**config.mk**
```make
export PLATFORM = sky130hd
export DESIGN_NAME = seven_segment_scan
export DESIGN_NICKNAME = d
export VERILOG_FILES = /design/src/rtl/seg_pkg.sv /design/src/rtl/seg_hex_decode.sv /design/src/rtl/seven_segment_scan.sv
export SDC_FILE = /design/constraint.sdc
export NUM_CORES = 1
export LEC_CHECK = 0
export BUFFER_PORTS_ARGS = -buffer_cell sky130_fd_sc_hd__buf_2
export CAP_MARGIN = 40
export CORE_ASPECT_RATIO = 1.25
export CORE_MARGIN = 2
export CORE_UTILIZATION = 40
export CTS_CLUSTER_DIAMETER = 60
export DETAILED_ROUTE_END_ITERATION = 8
export GPL_TIMING_DRIVEN = 0
export HOLD_SLACK_MARGIN = 0.06
export SYNTH_ARGS = -nofsm -noshare
export SYNTH_HDL_FRONTEND = slang
export SYNTH_SLANG_ARGS = --single-unit
```
**constraint.sdc**
```tcl
create_clock -name clk -period 3.5 [get_ports clk]
set_input_delay 0.175 -clock clk [delete_from_list [all_inputs] [get_ports clk]]
set_output_delay 0.175 -clock clk [all_outputs]
set_load 0.1 [all_outputs]
```
**src/rtl/seg_pkg.sv**
```systemverilog
// Shared definitions for the multiplexed seven-segment scanner: glyph table,
// decode helper and counter-width helper.
package seg_pkg;

    // Active-high glyphs, bit0 = a ... bit6 = g.
    localparam logic [6:0] SEG_TABLE [16] = '{
        7'h3F, 7'h06, 7'h5B, 7'h4F, 7'h66, 7'h6D, 7'h7D, 7'h07,
        7'h7F, 7'h6F, 7'h77, 7'h7C, 7'h39, 7'h5E, 7'h79, 7'h71
    };

    function automatic logic [6:0] seg_decode(input logic [3:0] hex);
        return SEG_TABLE[hex];
    endfunction

    // Counter width able to hold 0..n-1; never narrower than one bit.
    function automatic int unsigned cnt_width(input int unsigned n);
        return (n <= 1) ? 1 : $clog2(n);
    endfunction

endpackage

```
**src/rtl/seg_hex_decode.sv**
```systemverilog
// Combinational hex-to-segment decoder with blanking and output polarity.
module seg_hex_decode
    import seg_pkg::*;
#(
    parameter bit ACTIVE_LOW = 1'b1
) (
    input  logic [3:0] hex,
    input  logic       blank,
    output logic [6:0] seg
);

    logic [6:0] seg_high;

    always_comb begin
        seg_high = blank ? 7'h00 : seg_decode(hex);
        seg      = ACTIVE_LOW ? ~seg_high : seg_high;
    end

endmodule

```
**src/rtl/seven_segment_scan.sv**
```systemverilog
// N-digit multiplexed seven-segment controller with tear-free shadow load,
// leading-zero blanking, per-digit decimal points and anti-ghosting dead time.
module seven_segment_scan
    import seg_pkg::*;
#(
    parameter int unsigned DIGITS         = 4,
    parameter int unsigned REFRESH_DIV    = 50000,
    parameter int unsigned DEAD           = 2,
    parameter bit          ACTIVE_LOW_SEG = 1'b1,
    parameter bit          ACTIVE_LOW_EN  = 1'b1
) (
    input  logic                  clk,
    input  logic                  reset_btn,
    input  logic [4*DIGITS-1:0]   value,
    input  logic [DIGITS-1:0]     dp,
    input  logic                  blank_lz,
    input  logic                  load,
    output logic                  load_ack,
    output logic [6:0]            seven_segment,
    output logic                  dot,
    output logic [DIGITS-1:0]     enable,
    output logic                  frame_tick
);

    localparam int unsigned       PRE_W    = cnt_width(REFRESH_DIV);
    localparam int unsigned       IDX_W    = cnt_width(DIGITS);
    localparam logic [PRE_W-1:0]  PRE_LAST = PRE_W'(REFRESH_DIV - 1);
    localparam logic [IDX_W-1:0]  IDX_LAST = IDX_W'(DIGITS - 1);
    localparam logic [6:0]        SEG_OFF  = ACTIVE_LOW_SEG ? 7'h7F : 7'h00;
    localparam logic              DOT_OFF  = ACTIVE_LOW_SEG;
    localparam logic [DIGITS-1:0] EN_OFF   = ACTIVE_LOW_EN ? '1 : '0;

    logic [PRE_W-1:0]    pre_reg;
    logic [IDX_W-1:0]    idx_reg;
    logic                pending_reg;
    logic [4*DIGITS-1:0] shadow_value_reg;
    logic [DIGITS-1:0]   shadow_dp_reg;
    logic                shadow_blz_reg;
    logic [4*DIGITS-1:0] disp_value_reg;
    logic [DIGITS-1:0]   disp_dp_reg;
    logic                disp_blz_reg;
    logic [6:0]          seg_reg;
    logic                dot_reg;
    logic [DIGITS-1:0]   en_reg;
    logic                ack_reg;
    logic                tick_reg;

    logic                slot_end;
    logic                frame_end;
    logic                in_dead;
    logic [DIGITS-1:0]   lz_blank;
    logic [3:0]          cur_hex;
    logic                cur_blank;
    logic [6:0]          seg_next;
    logic                dot_next;
    logic [DIGITS-1:0]   en_act;
    logic [DIGITS-1:0]   en_next;

    assign slot_end  = (pre_reg == PRE_LAST);
    assign frame_end = slot_end && (idx_reg == IDX_LAST);
    assign in_dead   = (32'(pre_reg) < DEAD);

    // A digit blanks only when it and everything to its left are zero; the
    // rightmost digit always shows, so a zero value still reads "0".
    genvar gi;
    generate
        for (gi = 0; gi < DIGITS; gi++) begin : g_blank
            if (gi == 0) begin : g_lsd
                assign lz_blank[gi] = 1'b0;
            end else begin : g_upper
                assign lz_blank[gi] = disp_blz_reg &&
                                      (disp_value_reg[4*DIGITS-1:4*gi] == '0);
            end
        end
    endgenerate

    assign cur_hex   = disp_value_reg[{idx_reg, 2'b00} +: 4];
    assign cur_blank = in_dead || lz_blank[idx_reg];

    seg_hex_decode #(
        .ACTIVE_LOW (ACTIVE_LOW_SEG)
    ) u_decode (
        .hex   (cur_hex),
        .blank (cur_blank),
        .seg   (seg_next)
    );

    always_comb begin
        en_act = '0;
        if (!in_dead) begin
            en_act[idx_reg] = 1'b1;
        end
        en_next  = ACTIVE_LOW_EN ? ~en_act : en_act;
        dot_next = in_dead ? DOT_OFF : (disp_dp_reg[idx_reg] ^ ACTIVE_LOW_SEG);
    end

    always_ff @(posedge clk or negedge reset_btn) begin
        if (!reset_btn) begin
            pre_reg          <= '0;
            idx_reg          <= '0;
            pending_reg      <= 1'b0;
            shadow_value_reg <= '0;
            shadow_dp_reg    <= '0;
            shadow_blz_reg   <= 1'b0;
            disp_value_reg   <= '0;
            disp_dp_reg      <= '0;
            disp_blz_reg     <= 1'b0;
            seg_reg          <= SEG_OFF;
            dot_reg          <= DOT_OFF;
            en_reg           <= EN_OFF;
            ack_reg          <= 1'b0;
            tick_reg         <= 1'b0;
        end else begin
            pre_reg <= slot_end ? '0 : pre_reg + 1'b1;
            if (slot_end) begin
                idx_reg <= (idx_reg == IDX_LAST) ? '0 : idx_reg + 1'b1;
            end

            // The display registers only change on a frame boundary, so a
            // frame is never drawn from two different values.
            ack_reg <= 1'b0;
            if (frame_end && load) begin
                disp_value_reg <= value;
                disp_dp_reg    <= dp;
                disp_blz_reg   <= blank_lz;
                pending_reg    <= 1'b0;
                ack_reg        <= 1'b1;
            end else if (frame_end && pending_reg) begin
                disp_value_reg <= shadow_value_reg;
                disp_dp_reg    <= shadow_dp_reg;
                disp_blz_reg   <= shadow_blz_reg;
                pending_reg    <= 1'b0;
                ack_reg        <= 1'b1;
            end else if (load) begin
                shadow_value_reg <= value;
                shadow_dp_reg    <= dp;
                shadow_blz_reg   <= blank_lz;
                pending_reg      <= 1'b1;
            end

            tick_reg <= frame_end;
            seg_reg  <= seg_next;
            dot_reg  <= dot_next;
            en_reg   <= en_next;
        end
    end

    assign seven_segment = seg_reg;
    assign dot           = dot_reg;
    assign enable        = en_reg;
    assign load_ack      = ack_reg;
    assign frame_tick    = tick_reg;

endmodule

```
Yosys cells after proc, flatten, opt, wreduce, memory -nomap -nowiden

Memories as Yosys holds them, arrays and structs flattened.
Index checks and enable logic that the tools add are counted.

Add/sub/neg operators: 2
Order comparisons: 4
Eq/ne operators: 2
Shift-type cells: 1
Mux-type cells: 24
Bitwise logic cells: 6
Reduce and logical (&&, ||, !) cells: 14

Operator list:

| kind                  | number |
|---|---|
| $mux 16               | 3 |
| $mux 7                | 3 |
| $add 16x1->16 const B | 1 |
| $eq 16x16->1 const B  | 1 |
| $lt 16x2->1 const B   | 1 |
| $shiftx 16x5->4       | 1 |
| $logic_not 12->1      | 1 |
| $mux 4                | 3 |
| $mux 1                | 11 |
| $logic_not 8->1       | 1 |
| $logic_and 1x1->1     | 7 |
| $not 7->7             | 1 |
| $ge 5x5->1 const B    | 1 |
| $not 4->5             | 1 |
| $bmux 1 s2            | 2 |
| $logic_not 4->1       | 1 |
| $not 4->4             | 1 |
| $lt 2x3->1 const B    | 1 |
| $not 1->1             | 3 |
| $reduce_and 3->1      | 1 |
| $reduce_bool 3->1     | 1 |
| $add 2x1->2 const B   | 1 |
| $demux 1 s2           | 1 |
| $eq 2x2->1 const B    | 1 |
| 4 further kinds       | 4 |

Flip-flop bits (word level): 75
ROM bits: 112
Input bits: 24
Word-level logic and storage cells: 68
Memories: 1

Memories:

| name            | depth | bits a word | rd ports | clocked after memory_dff | write ports | RTL line      | source |
|---|---|---|---|---|---|---|---|
| (no name shown) | 16    | 7           | 1        | 0                        | 0           | seg_pkg.sv:12 | `return SEG_TABLE[hex];` |

Depth between registers and ports, before layout

Depth after elaboration: 7
Mapped depth: 8
Depth with buffers taken out: 7

Modules after synthesis

From an unflattened synthesis, not the netlist that was laid out.

Cells, all modules: 332
Area, all modules: 3,743.6 um^2

By module, submodules not included:

| module             | instances | cells each | area each (um^2) | seq. area each (um^2) |
|---|---|---|---|---|
| seven_segment_scan | 1         | 299        | 3,482.1          | 1,891.8 |
| seg_hex_decode     | 1         | 33         | 261.5            | 0.0 |

Worst setup path after synthesis

OpenSTA, ideal clock, no wires.

Kind: reg-to-reg
Start point: register idx_reg[0]
End point: register seg_reg[4] (netlist: seven_segment[4])
Library setup time: 66 ps
Data arrival time: 1,783 ps
Required time: 3,434 ps
Slack: 1,651 ps
Cell stages (with the launch flop): 8
Path buffers: 1
Clock period less this slack: 1,849 ps
Cells stage by stage: dfrtp_1 -> buf_6 -> mux4_2 -> inv_1 -> ha_1 -> mux2i_1 -> or2_2 -> nand4_1

Cells in the longest elaborated chain, start to end: 7

Ends and longest elaborated chain:

| element                                   | RTL line                  | source |
|---|---|---|
| from (decl)                               | seven_segment_scan.sv:34  | `logic [IDX_W-1:0] idx_reg;` |
| from (signal assigned)                    | seven_segment_scan.sv:116 | `idx_reg <= (idx_reg == IDX_LAST) ? '0 : idx_reg + 1'b1;` |
| $shiftx 16x5->4                           | seven_segment_scan.sv:77  | `assign cur_hex = disp_value_reg[{idx_reg, 2'b00} +: 4];` |
| $not 4->5 (not written as such)           | seg_pkg.sv:12             |  |
| $mem_v2 16x7                              | -                         |  |
| $mux 7 (not written as such) (2 in a row) | seg_pkg.sv:12             |  |
| $mux 7 (*)                                | seg_hex_decode.sv:15      | `seg_high = blank ? 7'h00 : seg_decode(hex);` |
| $not 7->7 (*)                             | seg_hex_decode.sv:16      | `seg = ACTIVE_LOW ? ~seg_high : seg_high;` |
| named net seg_next[4]                     | seven_segment_scan.sv:54  | `logic [6:0] seg_next;` |
| to (signal assigned)                      | seven_segment_scan.sv:142 | `seg_reg <= seg_next;` |
| to (decl)                                 | seven_segment_scan.sv:42  | `logic [6:0] seg_reg;` |

The timed path passes the listed nets; every way through them passes the cells marked *. The select of a mux whose other input is x is not followed.
A chain may end at the register's enable or synchronous reset.

Worst setup path after layout

Same ends and word-level chain as after synthesis.

==> metrics.yaml <==
grt:
  grt_pass1_vias: 2577
  met2_usage_pct: 27.47
  use_met3_pct: 3.467
  overflow: 0
  grt_max_degree: 48
  grt_pass1_wl_mm: 12.75
  antenna_found_initial: 0
  busiest_layer: "met2"
  grtUsageMet1_pct: 19.96
  grt_usage_pct: 16.00
final_layout:
  instances_no_fill: 469
  num_antenna_cells: 0
  drive_gt1_share_pct: 34.39
  synthToLayoutAreaGrowth_pct: 17.96
  fin_util_pct: 48.07
  fin_nets: 376
sta:
  finClkSkew_ps: 7.314
  hold_violations: 0
  setup_tns_ps: 0
  period_needed_ps: 2043
  timing.fmax_mhz: 489.4
  setup_viol: 0
  post-route-period-util_pct: 58.38
  rsz0062_at_grt: "no"
  finalMaxSlewViolations: 0
  slew_headroom_pct: 67.78
  worstMarginPinSlew_ps: 486.6
  worst_hold_slack_ps: 87.46
logic_synthesis:
  synth_compound_area_share_pct: 13.03
  ys_warn_count: 0
  yosys-top-cells-count: "dfrtp_1 (63), mux2_2 (23), a221o_1 (21), o31a_1 (21)"
  postSynth.asyncResetShare_pct: 100.0
  synth_xor_area_share_pct: 2.857
  synth-edff-count: 0
  ys_ff_latch: 75
  synth-simple-area-share_pct: 12.41
  synthTopCellsByArea: "dfrtp_1 (43%), dfstp_2 (8.6%), mux2_2 (7.0%)"
  synth_top_cell_area_share_pct: 42.86
  synth_top_family_by_area: "compound AO/OA/AOI/OAI gates"
  yosysMostFrequentCell: "dfrtp_1"
  synthCells: 291
  synth_nets: 326
  synth-main-ff-cell: "dfrtp_1"
  synth_area_leader_cell: "dfrtp_1"
  syn_area_mm2: 0.003679
  netlist-cell-type-count: 44
  synthMuxAreaShare_pct: 12.21
  synth_area_per_cell_um2: 12.64
  synth_seq_area_share_pct: 51.43
  synth_fa_ha_area_share_pct: 3.741
placed_design:
  io_buffers: 37
  dp_hpwl_mm: 5.407
  gp_congestion: 0.8096
  dp.cells: 452
critical_path:
  critical_path_arrival_ps: 2310
  path_buf_inv: 2
  cp_top_family: "multiplexers"
  slowest_stage: "mux4_2"
  crit_fanout: 9
  worstSetupPathType: "reg -> reg"
  start_kind: "flip-flop"
  worstPathRequired_ps: 3760
  slowest_delay_ps: 590
  crit_chain: "buf_6 > mux4_2 > inv_1 > ha_1 > mux2i_1 > or2_2 > nand4_1"
  worstSetupEndpointType: "flip-flop"
run:
  maxCapViolations: 0
power_and_ir_drop:
  powerDensity_mw_per_mm2: 460.8
  peakVddDrop_mv: 0.2438
  p_total_mw: 2.000
  swShare_pct: 25.13
  seqPwrFrac_pct: 47.1
  p_leak_nw: 1.888
  p_clk_share_pct: 42.9
  internal_power_mw: 1.497
  pwr-share-comb_pct: 10.0
  p_switching_mw: 0.5024
route:
  vias_per_cell: 5.271
  ant_nets: 0
  wl_per_cell_um: 15.93
  dr_total_vias: 2472
  drt_wl_total_mm: 7.473
  first_pass_iters: 4
  drc_errors: 0
  drt-initial-drc-count: 84
floorplanning:
  coreArea_mm2: 0.009027
  num_io_pins: 38
  fp.dieH_um: 111.2
  initial_core_util_pct: 40.75
  die_w_um: 89.78
  dieArea_mm2: 0.009984
  row_count: 39
cts:
  clock_sinks: 75
  clkTransAtPathRegs_ps: 60
  cts_tree: "built"
  postCtsSetupBuffers: 0
  cts-root-buf: "clkbuf_16"
  clockBufferDepth: 2
  cts_made_buffers: 9
  h-tree-depth: 3
  clock_latency_ps: 330
run_status:
  status: "finished, final reports clean"
min_path:
  hold_class: "in -> reg"
-- path summary, 6_finish.rpt --
path                       cells after the start  slack, ps                  to       start
setup / recovery                               7       1460    seven_segment[4]  idx_reg[0]
hold / removal                                 2         90   disp_value_reg[7]    value[7]
setup reg to reg                               7       1460    seven_segment[4]  idx_reg[0]
hold reg to reg                                1        450          pre_reg[0]  pre_reg[0]
max in group asynchronous                      3       2640  disp_value_reg[15]   reset_btn
min in group asynchronous                      2        310          pre_reg[5]   reset_btn
-- through the flow --
stage                     setup slack [ps]  area (um^2)
after global routing                  1342         4339
after CTS                             1455         4339
after floorplan                       1651         3679
after global placement                1491         4018
final                                 1457         4339
after detailed placement              1476         4048
-- kinds of logic (layout without fill, tap and decap cells) --
family	count (synthesis)	after routing
fa+ha+maj	11	11
xor+xnor	12	12
flops	75	75
mux	34	34
buf+inv	29	84
compound gates	55	55
simple gates	75	75
-- layer usage --
layer,wire (um),share of wire [%]
met1,3371,45
met5,0,0
met2,3788,51
met4,97,1.3
met3,215,2.9
-- power by group through the flow --
stage,clock (mW),sequential (mW),combinational (mW)
floorplan,0,1.01,0.0852
global placement,0,0.956,0.194
detailed placement,0,0.957,0.202
CTS,0.877,0.942,0.203
global route,0.910,0.947,0.217
finish,0.859,0.942,0.199
-- repair_timing --
| action | 4_1_cts | 5_1_grt |
|---|---|---|
| hold endpoints to repair | 16 | 0 |
| hold buffers | 1 | 0 |
| gates resized for setup | 0 | 0 |
-- cell type report --
cell class                      instances  area (um^2)
Buffer                                 19        121.4
Sequential cell                        75         1892
Inverter                               10        37.54
Multi-Input combinational cell        187         1628
Clock buffer                           11        242.7
Fill cell                             834         4688
Timing Repair Buffer                   39        225.2
Clock inverter                          5        38.79
Tap cell                              123        153.9
-- placed cells by master (no fill, tap or decap), drive strengths merged, types with 6 or more instances in the layout --
master and count:
nand4 8, buf 54, clkbuf 14, dfrtp 63, nor4 8, nor2 11
nand2 12, mux2 24, inv 10, nand3 10, dfstp 12, ha 11
o31a 21, mux4 6, a221o 21, xor2 7
No activity file was read; power rests on OpenSTA's default activity.
